## src/rtl/acondicionador_botones.sv

```systemverilog
// Button conditioner: synchronises and debounces five push-buttons, then emits
// mutually exclusive one-cycle pulses with auto-repeat on held directions.
module acondicionador_botones #(
    parameter int unsigned DEBOUNCE_CYCLES = 4,
    parameter int unsigned REPEAT_DELAY    = 16,
    parameter int unsigned REPEAT_PERIOD   = 8,
    parameter int unsigned CNT_W           = 20
) (
    input  logic Clk,
    input  logic Reset,
    input  logic BtnIzquierda,
    input  logic BtnDerecha,
    input  logic BtnArriba,
    input  logic BtnAbajo,
    input  logic BtnSelect,
    output logic Izquierda,
    output logic Derecha,
    output logic Arriba,
    output logic Abajo,
    output logic Select
);

    localparam int unsigned NB  = 5;
    localparam int unsigned IZQ = 0;
    localparam int unsigned DER = 1;
    localparam int unsigned ARR = 2;
    localparam int unsigned ABA = 3;
    localparam int unsigned SEL = 4;

    localparam logic [CNT_W-1:0] DbLast    = CNT_W'(DEBOUNCE_CYCLES - 1);
    localparam logic [CNT_W-1:0] RepDelay  = CNT_W'(REPEAT_DELAY - 1);
    localparam logic [CNT_W-1:0] RepPeriod = CNT_W'(REPEAT_PERIOD - 1);

    logic [NB-1:0]    w_raw;
    logic [NB-1:0]    r_s1, r_s2;
    logic [NB-1:0]    r_stable, w_stable_d;
    logic [NB-1:0]    w_rise;
    logic [CNT_W-1:0] r_cnt   [NB];
    logic [CNT_W-1:0] w_cnt_d [NB];

    logic [3:0]       w_held_q, w_held_d, w_target;
    logic [CNT_W-1:0] r_rep, w_rep_d;
    logic             r_rep_phase, w_rep_phase_d;
    logic             w_rep_hit, w_rep_fire;
    logic [NB-1:0]    w_press_pick, w_win, r_out;

    assign w_raw = {BtnSelect, BtnAbajo, BtnArriba, BtnDerecha, BtnIzquierda};

    always_comb begin
        for (int i = 0; i < NB; i++) begin
            w_stable_d[i] = r_stable[i];
            w_cnt_d[i]    = '0;
            w_rise[i]     = 1'b0;
            if (r_s2[i] != r_stable[i]) begin
                if (r_cnt[i] == DbLast) begin
                    w_stable_d[i] = r_s2[i];
                    w_rise[i]     = r_s2[i];
                end else begin
                    w_cnt_d[i] = r_cnt[i] + CNT_W'(1);
                end
            end
        end
    end

    assign w_held_q = r_stable[3:0];
    assign w_held_d = w_stable_d[3:0];

    always_comb begin
        w_target = '0;
        if (w_held_q[ARR])      w_target[ARR] = 1'b1;
        else if (w_held_q[ABA]) w_target[ABA] = 1'b1;
        else if (w_held_q[IZQ]) w_target[IZQ] = 1'b1;
        else if (w_held_q[DER]) w_target[DER] = 1'b1;
    end

    always_comb begin
        w_press_pick = '0;
        if (w_rise[SEL])      w_press_pick[SEL] = 1'b1;
        else if (w_rise[ARR]) w_press_pick[ARR] = 1'b1;
        else if (w_rise[ABA]) w_press_pick[ABA] = 1'b1;
        else if (w_rise[IZQ]) w_press_pick[IZQ] = 1'b1;
        else if (w_rise[DER]) w_press_pick[DER] = 1'b1;
    end

    // The first repeat waits the long delay; later ones use the short period.
    assign w_rep_hit  = r_rep_phase ? (r_rep == RepPeriod) : (r_rep == RepDelay);
    assign w_rep_fire = (|w_held_q) && (w_held_d == w_held_q) && w_rep_hit;

    always_comb begin
        w_win         = '0;
        w_rep_phase_d = r_rep_phase;
        if (|w_rise) begin
            w_win         = w_press_pick;
            w_rep_phase_d = 1'b0;
        end else if (w_rep_fire) begin
            w_win         = {1'b0, w_target};
            w_rep_phase_d = 1'b1;
        end
    end

    always_comb begin
        if ((|w_win) || (w_held_d != w_held_q) || (w_held_d == '0)) begin
            w_rep_d = '0;
        end else begin
            w_rep_d = r_rep + CNT_W'(1);
        end
    end

    always_ff @(posedge Clk or posedge Reset) begin
        if (Reset) begin
            r_s1        <= '0;
            r_s2        <= '0;
            r_stable    <= '0;
            r_rep       <= '0;
            r_rep_phase <= 1'b0;
            r_out       <= '0;
            for (int i = 0; i < NB; i++) begin
                r_cnt[i] <= '0;
            end
        end else begin
            r_s1        <= w_raw;
            r_s2        <= r_s1;
            r_stable    <= w_stable_d;
            r_rep       <= w_rep_d;
            r_rep_phase <= w_rep_phase_d;
            r_out       <= w_win;
            for (int i = 0; i < NB; i++) begin
                r_cnt[i] <= w_cnt_d[i];
            end
        end
    end

    assign Izquierda = r_out[IZQ];
    assign Derecha   = r_out[DER];
    assign Arriba    = r_out[ARR];
    assign Abajo     = r_out[ABA];
    assign Select    = r_out[SEL];

endmodule

```

## config.mk

```make
export PLATFORM = sky130hd
export DESIGN_NAME = acondicionador_botones
export DESIGN_NICKNAME = d
export VERILOG_FILES = /design/src/rtl/acondicionador_botones.sv
export SDC_FILE = /design/constraint.sdc
export NUM_CORES = 1
export LEC_CHECK = 0
export BUFFER_PORTS_ARGS = -buffer_cell sky130_fd_sc_hd__buf_4
export CAP_MARGIN = 30
export CORE_UTILIZATION = 40
export CTS_CLUSTER_DIAMETER = 100
export DETAILED_ROUTE_END_ITERATION = 7
export PLACE_DENSITY = 0.65
export SLEW_MARGIN = 20
export SYNTH_ARGS = -nofsm -noshare
export SYNTH_HDL_FRONTEND = slang
export SYNTH_SLANG_ARGS = --single-unit
```

## constraint.sdc

```tcl
create_clock -name Clk -period 6.4 [get_ports Clk]
set_input_delay 0 -clock Clk [delete_from_list [all_inputs] [get_ports Clk]]
set_output_delay 0 -clock Clk [all_outputs]
set_load 0.01 [all_outputs]
```

==> qor.yml <==
outcome:
  outcome: "finished clean"
setup_path:
  cp.required_ns: 6.67
  crit_path_start_kind: "flip-flop"
  worst-setup-path-type: "flip-flop to flip-flop"
  critPathSlowestCell: "nor4b_1"
  crit_chain: "nor4_1 > nand3_1 > nor4b_1 > nor2_1 > nand2_1 > nor3_1"
  crit_path_end_kind: "flip-flop"
  slowest_delay_ns: 0.68
  cp_max_fo: 20
  crit_arrival_ns: 3.04
timing:
  maxSlewViolCount: 0
  max_freq_mhz: 360
  skew_ns: 0.00842
  rsz0062_at_grt: "no"
  period_share: 0.434
  min_period_ns: 2.78
  setup_viol_count_final: 0
  finalHoldViolations: 0
  worst_slew_pin_slew_ns: 0.760
  setup_tns_ns: 0
  relSlewSlack: 0.486
  fin_ws_ns: 3.62
drt:
  drc_errors: 0
  routedWlPerCell_um: 14.3
  wl_met3_um: 370
  first_iter_violations: 206
  ant_nets: 0
  wl_met1_um: 6540
  met2_length_um: 6430
  routed_wirelength_um: 13500
  highest_layer: "met4"
  first_pass_iters: 4
  vias: 4946
  vias_per_cell: 5.22
clock_tree:
  cts_max_level: 4
  clk_path_buf_depth: 2
  clkLatencyLatePin_ns: 0.43
  cts-root-buf: "clkbuf_16"
  numCtsBuffers: 17
  cts_tree: "built"
  clk_pin_slew_worst_paths_ns: 0.06
  cts.sinks: 141
logic_synthesis:
  synth_seq_cells: 141
  yosys.area_share.simple: 0.284
  synth-adder-area-share: 0.0110
  synthMuxAreaShare: 0.00822
  yosysSeqAreaShare: 0.515
  syn_inst: 693
  syn_area_um2: 6850
  synth-xor-area-share: 0.145
  synth_warnings: 0
  ys.flop_type: "dfrtp_1"
  synth_top_family_by_area: "simple AND/OR/NAND/NOR gates"
  synth_cell_types: 44
  syn_nets: 706
  avgSynthCellArea_um2: 9.88
  synth_compound_area_frac: 0.0185
  async_reset_ff_frac: 1.00
  synth_edf_count: 0
global_routing:
  grt_pass1_vias: 4840
  grt_max_degree: 76
  grt_pass1_wl_um: 23200
  antenna_found_initial: 0
  gr-usage-all-layers: 0.165
  gr-total-overflow: 0
floorplan:
  die-area_um2: 17700
  die_h_um: 133
  start_util: 0.412
  top_level_ports: 12
  core_area_um2: 16600
  row_count: 47
  die_w_um: 133
pwr:
  powerDensity_nw_per_um2: 324
  ir_drop_mv: 0.255
  leakage_nw: 3.39
  p_total_mw: 2.55
layout:
  fill_cells: 1529
  syn_to_final_growth_pct: 15.1
  diodes: 0
  fin_cells: 947
  drive_above_1_share: 0.0908
  final_util: 0.473
  nNetsFinal: 727
placed_design:
  place_congestion: 0.826
  dp_hpwl_um: 9120
  dp_worst_setup_slack_ns: 3.70
  io_buffer_count: 11
  dp_cells: 908
worst_hold_path:
  hp-class: "primary input to async pin"
job:
  drv_cap: 0
==> metal layers <==
layer / vias up / GRT usage
met5: - / 0
met4: 0 / 0.0639
met3: 21 / 0.0448
met2: 61 / 0.262
met1: 2412 / 0.214
li1: 2452 / -
==> report_power, final <==
group / switching, mW / internal (mW) / total [mW]
clock network: 0.381 / 0.663 / 1.04
logic: 0.300 / 0.159 / 0.460
registers: 0.0895 / 0.962 / 1.05
==> flip-flops by register name, indices dropped and copies added (netlist names) <==
name / cells
r_rep_phase: 1
r_stable: 5
r_rep: 20
r_cnt: 100
r_out: 5
r_s2: 5
r_s1: 5
==> final cells by class <==
class | instances | area [um2] | area share
sequential | 141 | 3530 | 0.448
multi-input combinational | 521 | 3200 | 0.406
clock buffer | 19 | 443 | 0.0562
tap | 220 | 275 | 0.0349
timing repair buffer | 21 | 193 | 0.0245
clock inverter | 13 | 189 | 0.0240
inverter | 12 | 50.0 | 0.00635
==> synth_stat cells (6+ instances only) <==
master	number	share of area
and3_1	18	0.016
and4_1	12	0.015
buf_2	7	0.0051
clkbuf_1	10	0.0055
dfrtp_1	141	0.52
ha_1	6	0.011
inv_1	12	0.0066
nand2_1	44	0.024
nand3_1	50	0.037
nand4_1	27	0.025
nor2_1	132	0.072
nor2b_1	6	0.0055
nor3_1	32	0.023
nor4_1	30	0.027
nor4b_1	6	0.0077
xnor2_1	44	0.056
xor2_1	69	0.088
==> cells in the final DEF (no fill, tap or decap), types with 2 or more instances in the layout <==
cell | synthesis | routed
or3_1 | 4 | 4
nand4_1 | 27 | 27
nand2_1 | 44 | 44
a41o_2 | 2 | 2
nand3_1 | 50 | 50
nand3b_1 | 2 | 2
ha_1 | 6 | 6
xnor2_1 | 44 | 44
xor2_1 | 69 | 69
and3_1 | 18 | 18
clkbuf_16 | 0 | 17
and3_2 | 2 | 2
mux2_2 | 5 | 5
and4_1 | 12 | 12
nor2_1 | 132 | 132
nor4b_1 | 6 | 6
dlygate4sd3_1 | 0 | 6
or2_2 | 4 | 4
buf_4 | 0 | 14
inv_1 | 12 | 11
bufinv_16 | 0 | 4
clkinvlp_4 | 0 | 5
dfrtp_1 | 141 | 141
nor3_1 | 32 | 32
o21ai_1 | 1 | 2
clkinv_4 | 0 | 2
nand2b_1 | 3 | 3
inv_6 | 0 | 2
nor3b_1 | 3 | 3
nor2b_1 | 6 | 6
a21boi_1 | 2 | 2
nor4_1 | 30 | 29
==> cells by family (layout without fill, tap and decap cells) <==
group                      count (synthesis)  in the layout
and+or+nand+nor                          382            382
DFF                                      141            141
xor gates and xnor gates                 113            113
buffers and inverters                     31             65
AOI/OAI and AO/OA                         15             15
adders and majority gates                  6              6
muxes                                      5              5
==> timing repair <==
item                      CTS  global route
hold endpoints to repair   71             0
gates resized for setup     0             0
setup buffers               0             0
hold buffers                6             0
==> per-stage QoR <==
stage | hold WS (ns) | area (um2)
after floorplan | 0.0314 | 6850
after global placement | 0.111 | 7160
after detailed placement | 0.111 | 7160
after CTS | 0.196 | 7850
after global routing | 0.208 | 7880
final | 0.206 | 7880
==> worst paths after layout <==
kind,start,end,slack (ns),depth (start not counted)
max,r_cnt[33],r_rep[16],3.62,6
min,Reset,r_cnt[12],0.21,3
max reg2reg,r_cnt[33],r_rep[16],3.62,6
min reg2reg,r_s1[2],r_s2[2],0.35,0
max in group asynchronous,Reset,r_stable[3],5.16,5
min in group Clk,BtnDerecha,r_s1[1],0.21,2
==> critical path, delay by kind of cell, from the launching register on <==
kind             cells  cell delay (ns)
AND/OR/NAND/NOR      6             2.18
flip-flops           1             0.43
No activity file was read; power rests on OpenSTA's default activity.
